==> src/rtl/wts_channel_mixer_if.sv <==
// Wave SRAM read port between the channel mixer and the sample store.
// Master issues address/strobe, slave returns the signed sample.
interface wts_channel_mixer_if;
  logic [9:0] sram_a;
  logic       sram_rd;
  logic [7:0] sram_q;

  modport master (
    output sram_a,
    output sram_rd,
    input  sram_q
  );

  modport slave (
    input  sram_a,
    input  sram_rd,
    output sram_q
  );
endinterface

==> src/rtl/wts_channel_mixer.sv <==
// Wavetable channel mixer: per-frame shadow latch, serial SRAM reads, MAC, >>>5 out.
// Optional per-channel mask input enabled by WTS_CHANNEL_MIXER_MASK_EN.
module wts_channel_mixer #(
  parameter int CH_NUM       = 6,
  parameter int SRAM_LATENCY = 1
) (
  input  logic                  clk,
  input  logic                  nreset,
  input  logic                  active,
  input  logic [7*CH_NUM-1:0]   wave_a,
  input  logic [9*CH_NUM-1:0]   envelope,
`ifdef WTS_CHANNEL_MIXER_MASK_EN
  input  logic [CH_NUM-1:0]     reg_channel_mask,
`endif
  wts_channel_mixer_if.master   bus,
  output logic [15:0]           sound_out,
  output logic                  sound_valid,
  output logic                  overrun
);

  typedef enum logic [1:0] {
    IDLE,
    READ,
    WAIT,
    DONE
  } state_t;

  localparam logic [2:0] LAST  = 3'(CH_NUM - 1);
  localparam logic [1:0] WLOAD = 2'(SRAM_LATENCY - 1);

  state_t             r_state;
  state_t             w_state_nxt;
  logic [2:0]         r_ch;
  logic [2:0]         w_ch_nxt;
  logic [2:0]         w_ch_inc;
  logic [1:0]         r_wait;
  logic signed [20:0] r_acc;
  logic signed [20:0] w_acc_sum;
  logic signed [17:0] w_prod;
  logic [9:0]         r_sram_a;
  logic               r_sram_rd;
  logic [15:0]        r_sound_out;
  logic               r_sound_valid;
  logic               r_overrun;

  logic [6:0]         r_sh_a   [CH_NUM];
  logic [8:0]         r_sh_env [CH_NUM];
  logic [CH_NUM-1:0]  w_m_sh;
  logic [CH_NUM-1:0]  w_m_in;

  logic               w_start;
  logic               w_issue;
  logic               w_adv;
  logic               w_acc_en;
  logic               w_fin;
  logic               w_iss_m;
  logic [6:0]         w_iss_a;

`ifdef WTS_CHANNEL_MIXER_MASK_EN
  logic [CH_NUM-1:0]  r_sh_m;

  // Mask is part of the frame snapshot
  always_ff @(posedge clk or negedge nreset) begin
    if (!nreset) r_sh_m <= '0;
    else if (w_start) r_sh_m <= reg_channel_mask;
  end

  assign w_m_sh = r_sh_m;
  assign w_m_in = reg_channel_mask;
`else
  assign w_m_sh = '0;
  assign w_m_in = '0;
`endif

  assign w_ch_inc = r_ch + 3'd1;
  assign w_prod   = $signed(bus.sram_q)
                  * $signed({1'b0, r_sh_env[r_ch]});
  assign w_acc_sum = w_acc_en
                   ? r_acc + {{3{w_prod[17]}}, w_prod}
                   : r_acc;

  // Next state and per-cycle control strobes
  always_comb begin
    w_state_nxt = r_state;
    w_ch_nxt    = r_ch;
    w_start     = 1'b0;
    w_issue     = 1'b0;
    w_adv       = 1'b0;
    w_acc_en    = 1'b0;
    w_fin       = 1'b0;
    w_iss_m     = 1'b0;
    w_iss_a     = r_sh_a[r_ch];
    unique case (r_state)
      IDLE: begin
        if (active) begin
          w_start     = 1'b1;
          w_issue     = 1'b1;
          w_ch_nxt    = 3'd0;
          w_iss_a     = wave_a[6:0];
          w_iss_m     = w_m_in[0];
          w_state_nxt = READ;
        end
      end
      READ: begin
        if (w_m_sh[r_ch]) w_adv = 1'b1;
        else w_state_nxt = WAIT;
      end
      WAIT: begin
        if (r_wait == 2'd0) begin
          w_adv    = 1'b1;
          w_acc_en = 1'b1;
        end
      end
      DONE: w_state_nxt = IDLE;
      default: w_state_nxt = IDLE;
    endcase
    if (w_adv) begin
      if (r_ch == LAST) begin
        w_fin       = 1'b1;
        w_state_nxt = DONE;
      end else begin
        w_issue     = 1'b1;
        w_ch_nxt    = w_ch_inc;
        w_iss_a     = r_sh_a[w_ch_inc];
        w_iss_m     = w_m_sh[w_ch_inc];
        w_state_nxt = READ;
      end
    end
  end

  // State register
  always_ff @(posedge clk or negedge nreset) begin
    if (!nreset) r_state <= IDLE;
    else r_state <= w_state_nxt;
  end

  // Frame snapshot of addresses and envelopes
  always_ff @(posedge clk or negedge nreset) begin
    if (!nreset) begin
      for (int i = 0; i < CH_NUM; i++) begin
        r_sh_a[i]   <= '0;
        r_sh_env[i] <= '0;
      end
    end else if (w_start) begin
      for (int i = 0; i < CH_NUM; i++) begin
        r_sh_a[i]   <= wave_a[7*i +: 7];
        r_sh_env[i] <= envelope[9*i +: 9];
      end
    end
  end

  // Channel walk, SRAM strobe, accumulator and output
  always_ff @(posedge clk or negedge nreset) begin
    if (!nreset) begin
      r_ch          <= '0;
      r_wait        <= '0;
      r_acc         <= '0;
      r_sram_a      <= '0;
      r_sram_rd     <= 1'b0;
      r_sound_out   <= '0;
      r_sound_valid <= 1'b0;
      r_overrun     <= 1'b0;
    end else begin
      r_ch      <= w_ch_nxt;
      r_sram_rd <= w_issue & ~w_iss_m;
      if (w_issue & ~w_iss_m) r_sram_a <= {w_ch_nxt, w_iss_a};
      if (r_state == READ) r_wait <= WLOAD;
      else if (r_state == WAIT && r_wait != 2'd0)
        r_wait <= r_wait - 2'd1;
      if (w_start) r_acc <= '0;
      else if (w_acc_en) r_acc <= w_acc_sum;
      if (w_fin) r_sound_out <= w_acc_sum[20:5];
      r_sound_valid <= w_fin;
      if (active && r_state != IDLE) r_overrun <= 1'b1;
    end
  end

  assign bus.sram_a  = r_sram_a;
  assign bus.sram_rd = r_sram_rd;
  assign sound_out   = r_sound_out;
  assign sound_valid = r_sound_valid;
  assign overrun     = r_overrun;

endmodule

==> src/flat_wrapper.sv <==
// flat-port wrapper written by rule: the top's interface ports become plain ports
module wts_channel_mixer_flat 
#(
  parameter int CH_NUM       = 6,
  parameter int SRAM_LATENCY = 1
)
  (clk, nreset, active, wave_a, envelope, sound_out, sound_valid, overrun, bus_sram_a, bus_sram_rd, bus_sram_q);
  wts_channel_mixer_if bus_i ();
  input  logic clk;
  input  logic nreset;
  input  logic active;
  input  logic [7*CH_NUM-1:0] wave_a;
  input  logic [9*CH_NUM-1:0] envelope;
  output logic [15:0] sound_out;
  output logic sound_valid;
  output logic overrun;
  output wire logic [$bits(bus_i.sram_a)-1:0] bus_sram_a;
  output wire logic [$bits(bus_i.sram_rd)-1:0] bus_sram_rd;
  input wire logic [$bits(bus_i.sram_q)-1:0] bus_sram_q;
  assign bus_sram_a = bus_i.sram_a;
  assign bus_sram_rd = bus_i.sram_rd;
  assign bus_i.sram_q = bus_sram_q;
  wts_channel_mixer #(.CH_NUM(CH_NUM), .SRAM_LATENCY(SRAM_LATENCY)) u_core (.clk(clk), .nreset(nreset), .active(active), .wave_a(wave_a), .envelope(envelope), .bus(bus_i), .sound_out(sound_out), .sound_valid(sound_valid), .overrun(overrun));
endmodule
==> config.mk <==
export PLATFORM = sky130hd
export DESIGN_NAME = wts_channel_mixer_flat
export DESIGN_NICKNAME = d
export VERILOG_FILES = /design/src/rtl/wts_channel_mixer_if.sv /design/src/rtl/wts_channel_mixer.sv /design/src/flat_wrapper.sv
export SDC_FILE = /design/constraint.sdc
export NUM_CORES = 1
export LEC_CHECK = 0
export BUFFER_PORTS_ARGS = -buffer_cell sky130_fd_sc_hd__buf_2
export CAP_MARGIN = 10
export CORE_AREA = 5 5 117 164
export CTS_CLUSTER_DIAMETER = 80
export DETAILED_ROUTE_END_ITERATION = 7
export DIE_AREA = 0 0 122 169
export GPL_TIMING_DRIVEN = 0
export MAX_ROUTING_LAYER = met4
export PLACE_DENSITY = 0.81
export SLEW_MARGIN = 5
export SYNTH_ARGS = -nofsm -noshare
export SYNTH_HDL_FRONTEND = slang
export SYNTH_SLANG_ARGS = --single-unit
==> constraint.sdc <==
create_clock -name clk -period 8.12 [get_ports clk]
set_input_delay 2.03 -clock clk [delete_from_list [all_inputs] [get_ports clk]]
set_output_delay 2.03 -clock clk [all_outputs]
set_load 0.01 [all_outputs]
# Yosys cells after proc, flatten, opt, wreduce, memory -nomap -nowiden
# Memories as Yosys holds them, arrays and structs flattened.
# Cells that the tools add are included.
# totals
reg_bits,153
latchBits,0
mem_bits_rw,0
rom_bits,16
in_bits,107
out_inout_bits,29
word_cells,92
memories,2
# classes
addsub,3
multipliers,1
div,0
order_cmp,4
eq_ne,6
n_shift,0
n_mux,41
bitwise_logic,4
reduce_logical,10
# mem_list
name,depth,word_bits,read_ports,rd_clocked_by_memory_dff,write_ports,line,source
(name not given),8,1,1,0,0,wts_channel_mixer.sv:125,w_iss_m = w_m_sh[w_ch_inc];
(name not given),8,1,1,0,0,wts_channel_mixer.sv:105,if (w_m_sh[r_ch]) w_adv = 1'b1;
# op_table
operator,n
$mux 21,3
$mux 7,8
$bmux 7 s3,2
$bmux 9 s3,1
$add 21x21->21,1
$mul 8x10->18,1
$mux 9,2
$mux 1,13
$mux 2,6
$mux 3,4
$ge 4x4->1 const B,2
$lt 3x4->1 const B,2
$not 3->4,2
$reduce_bool 2->1,4
$ne 3x2->1 const B,2
$pmux 2 s3,1
$eq 2x2->1 const B,2
$logic_not 2->1,2
$reduce_bool 4->1,1
$add 3x1->3 const B,1
$eq 3x3->1 const B,1
$reduce_and 3->1,1
$eq 2x1->1 const B,1
$logic_and 1x1->1,2
4 further kinds,4

# Longest topological paths before layout
# logic_depth
word_depth,9
ltp_mapped,32
mapped_depth_nobuf,29

# Worst setup path after synthesis
# No wires, ideal clock.
# synth_timing
kind,input to register
start,in bus_sram_q[6]
end,reg u_core.r_acc[20]
setup_time_ns,0.079
t_arrival_ns,7.157
required_time_ns,8.041
path_slack_ns,0.883
stages,22
path_buffers,1
cell_sequence,nor2b_1 > fa_1 > fa_1 > fa_1 > inv_1 > fa_1 > inv_1 > ha_1 > a21oi_1 > o21ai_0 > a31o_2 > a21o_1 > xnor2_2 > ha_1 > clkbuf_1 > a21o_1 > a21o_1 > a21oi_1 > o21ai_0 > o21a_1 > mux2i_1 > mux2i_1
# synth_via
elab_chain_cells,5
# synth_rtl
element,line,source
start: declaration,flat_wrapper.sv:19,input wire logic [$bits(bus_i.sram_q)-1:0] bus_sram_q;
$mul 8x10->18,wts_channel_mixer.sv:77,"* $signed({1'b0, r_sh_env[r_ch]});"
$add 21x21->21,wts_channel_mixer.sv:79,"? r_acc + {{3{w_prod[17]}}, w_prod}"
$mux 21,wts_channel_mixer.sv:79,
$mux 21,wts_channel_mixer.sv:171,else if (w_acc_en) r_acc <= w_acc_sum;
$mux 21,wts_channel_mixer.sv:170,if (w_start) r_acc <= '0;
end signal: assignment,wts_channel_mixer.sv:171,
end: declaration,wts_channel_mixer.sv:37,logic signed [20:0] r_acc;
# Every way passes these cells. The select of a mux whose other input is x is not followed.
# A chain may end at the register's enable or synchronous reset.

# Worst setup path after layout
# layout_timing
start,reg u_core.r_ch[0]
end,reg u_core.r_acc[20]
# layout_via
elab_chain_cells,9
# layout_rtl
element,line,source
start: declaration,wts_channel_mixer.sv:33,logic [2:0] r_ch;
start signal: assignment,wts_channel_mixer.sv:164,r_ch <= w_ch_nxt;
$not 3->4 (implied by the code),wts_channel_mixer.sv:77,
$bmux 9 s3,wts_channel_mixer.sv:77,
$mux 9 (implied by the code) (2 in series),wts_channel_mixer.sv:77,
$mul 8x10->18,wts_channel_mixer.sv:77,
$add 21x21->21,wts_channel_mixer.sv:79,
$mux 21,wts_channel_mixer.sv:79,
$mux 21,wts_channel_mixer.sv:171,
$mux 21,wts_channel_mixer.sv:170,
# Every way passes these cells. The select of a mux whose other input is x is not followed.

==> qor.txt <==
DR iter-0 viols - 400
die width - 122 µm
IO Port Bufs - 135
Critical Path AT - 8080 ps
Detailed Route WL - 25200 µm
Worst EP required - 8480 ps
CTS tree - built
Synth Instances - 1113
FF+latch count, synth - 153
synthesized cell area - 0.0102 mm²
max_cap viols - 0
post-synth top area share - 37.7%
Total GRT Usage - 26.2%
synthesized net count - 1334
Yosys Warn Count - 0
drt via density - 5.47
core region area - 0.0176 mm²
Die Ht - 169 µm
CP Class - register to register
RD Place Congestion - 0.912
post-synth top area cell - dfrtp_1
drt wl/cell - 16.5 µm
CTS max path bufs - 2
crit path time final - 7720 ps
largest net degree at the start of global routing - 86
Most used DFF post-synth - dfrtp_1
Die Footprint - 0.0206 mm²
initial antenna violation count - 1
Final Hold Viols - 0
# DRC - 0
asr flop ratio synth - 100%
Area contributors post-synth - dfrtp_1 (38%), nand2_1 (13%), fa_1 (8.7%), ha_1 (8.6%), mux4_2 (3.5%)
clk_skew - 10.1 ps
Max Fanout on Critical Path - 10
hpwl dp - 19200 µm
M1 wire length - 9500 µm
Clk Latency, worst-skew pair - 440 ps
most frequent cells in the layout - nand2_1 (353), dfrtp_1 (153), buf_2 (136)
total CTS buffers - 17
detailed-router iteration count before antenna repair - 5
clk slew on worst S/H paths - 70 ps
Final Net Count - 1489
Least-Margin Pin Slew - 717 ps
H-tree Lvls - 4
Initial Util - 57.6%
outcome - finished, final reports clean
FMAX - 130 MHz
vias post-DR - 8314
Top Metal Used - met4
Post-DRT Antenna Nets - 0
min-delay worst type - register to register
met2 wire length - 13600 µm
layout cell share with drive strength beyond 1 - 17.7%
post-CTS setup buffer count - 0
# rows - 58
Worst slew margin - 52.2%
first-pass GRT wire length - 41200 µm
area added between synthesis and finish - 16.0%
Netlist cell types - 60
Hold Buf Count CTS - 0
sequential fraction of the synthesis area - 37.7%
final setup fails - 0
Final Max Slew Viols - 0
crit path launch type - register
Tcrit/Tclk final - 95.1%
EDFF count, synth - 0
vias in the first global route - 8669
most common cell after layout, fill and taps aside - nand2_1
Top Ports - 136
WL met3 - 1070 µm
CP Capture Type - register
Final Util - 66.8%
Mean Syn Cell Area - 9.13 µm²
global route overflow - 0
total clock sinks - 153
clk root buf - clkbuf_16
[metal layers]
| layer | vias to the layer above | GRT usage [%] |
|---|---|---|
| li1 | 3973 | - |
| met2 | 224 | 46.2 |
| met5 | - | - |
| met1 | 4051 | 29.2 |
| met4 | 0 | 11.9 |
| met3 | 66 | 3.58 |
[worst max-delay path: stages (launching register included)]
cell      delay (ps)
dfrtp_1          380
buf_4            220
buf_4            240
buf_2            350
mux2_2           390
a22oi_2          380
nor2b_1          130
fa_1             520
fa_1             520
fa_1             550
inv_1             60
fa_1             530
inv_1             40
ha_1             350
a21oi_1          170
o21ai_0          140
a31o_2           270
a21o_1           180
xnor2_2          410
ha_1             320
clkbuf_1         190
a21o_1           210
a21o_1           170
a21oi_1          170
o21ai_0          170
o21a_1           220
mux2i_1          150
mux2i_1          190
[sequential cells by signal (all words and copies together), names as in the netlist, 2 cells and up]
signal,count
u_core.r_sh_env,54
u_core.r_state,2
u_core.r_ch,3
u_core.sound_out,16
u_core.r_wait,2
u_core.r_acc,21
u_core.bus.sram_a,10
u_core.r_sh_a,42
[cell usage after synthesis (all sizes together), types with 5 or more instances]
cell,count
ha,70
nor3,9
xor2,13
o21ai,40
fa,44
mux2,19
nor2,32
a22oi,10
a21o,15
and2,10
nand4,6
mux4,16
dfrtp,153
nand2,354
mux2i,7
o211ai,5
clkbuf,36
a22o,10
inv,82
nor2b,52
nand2b,20
buf,6
a21oi,39
xnor2,14
a211oi,10
[worst paths after layout]
path                                 from             endpoint  slack (ps)  cells past startpoint
max in group asynchronous          nreset  u_core.r_sh_env[37]        5670                      2
min                        u_core.overrun       u_core.overrun         460                      1
min reg2reg                u_core.overrun       u_core.overrun         460                      1
max                        u_core.r_ch[0]     u_core.r_acc[20]         400                     27
max reg2reg                u_core.r_ch[0]     u_core.r_acc[20]         400                     27
min in group asynchronous          nreset   u_core.sound_valid        1590                      1
[cell type report]
class	instances	area (µm²)
Multi-Input combinational cell	836	5890
Fill cell	1461	5850
Sequential cell	153	3830
Timing Repair Buffer	136	709
Clock buffer	18	439
Inverter	82	308
Tap cell	240	300
Buffer	42	171
Clock inverter	13	138
Antenna cell	1	2.50
[repair_timing]
| item | in CTS | in global routing |
|---|---|---|
| setup endpoints to repair | 0 | 7 |
| endpoints found under the hold margin | 0 | 0 |
| gates resized for setup | 0 | 7 |
[kinds of logic (layout without fill, tap and decap cells)]
family          count (synthesis)  count (layout)  synth area share (%)
flops                         153             153                  37.7
compound gates                158             158                  10.5
mux                            42              42                  6.34
fa+ha+maj                     114             114                  17.3
other cells                     0               1                     0
buf+inv                       124             291                  4.72
simple gates                  494             494                  20.9
xor+xnor                       28              28                  2.63
[stage by stage]
| step | hold slack (ps) | setup TNS [ps] | setup WS, ps | std cells | instance area, µm² |
|---|---|---|---|---|---|
| CTS | 467 | 0 | 132 | 1520 | 11800 |
| floorplan | 440 | 0 | 883 | 1113 | 10200 |
| global placement | 447 | 0 | 206 | 1488 | 11100 |
| detailed placement | 447 | 0 | 136 | 1489 | 11200 |
| finish | 462 | 0 | 402 | 1521 | 11800 |
| global route | 488 | -41.1 | -37.3 | 1521 | 11800 |
Power is left out: the tool's default activity adds up to more than one toggle a clock period on the data nets, which glitch-free logic cannot reach.
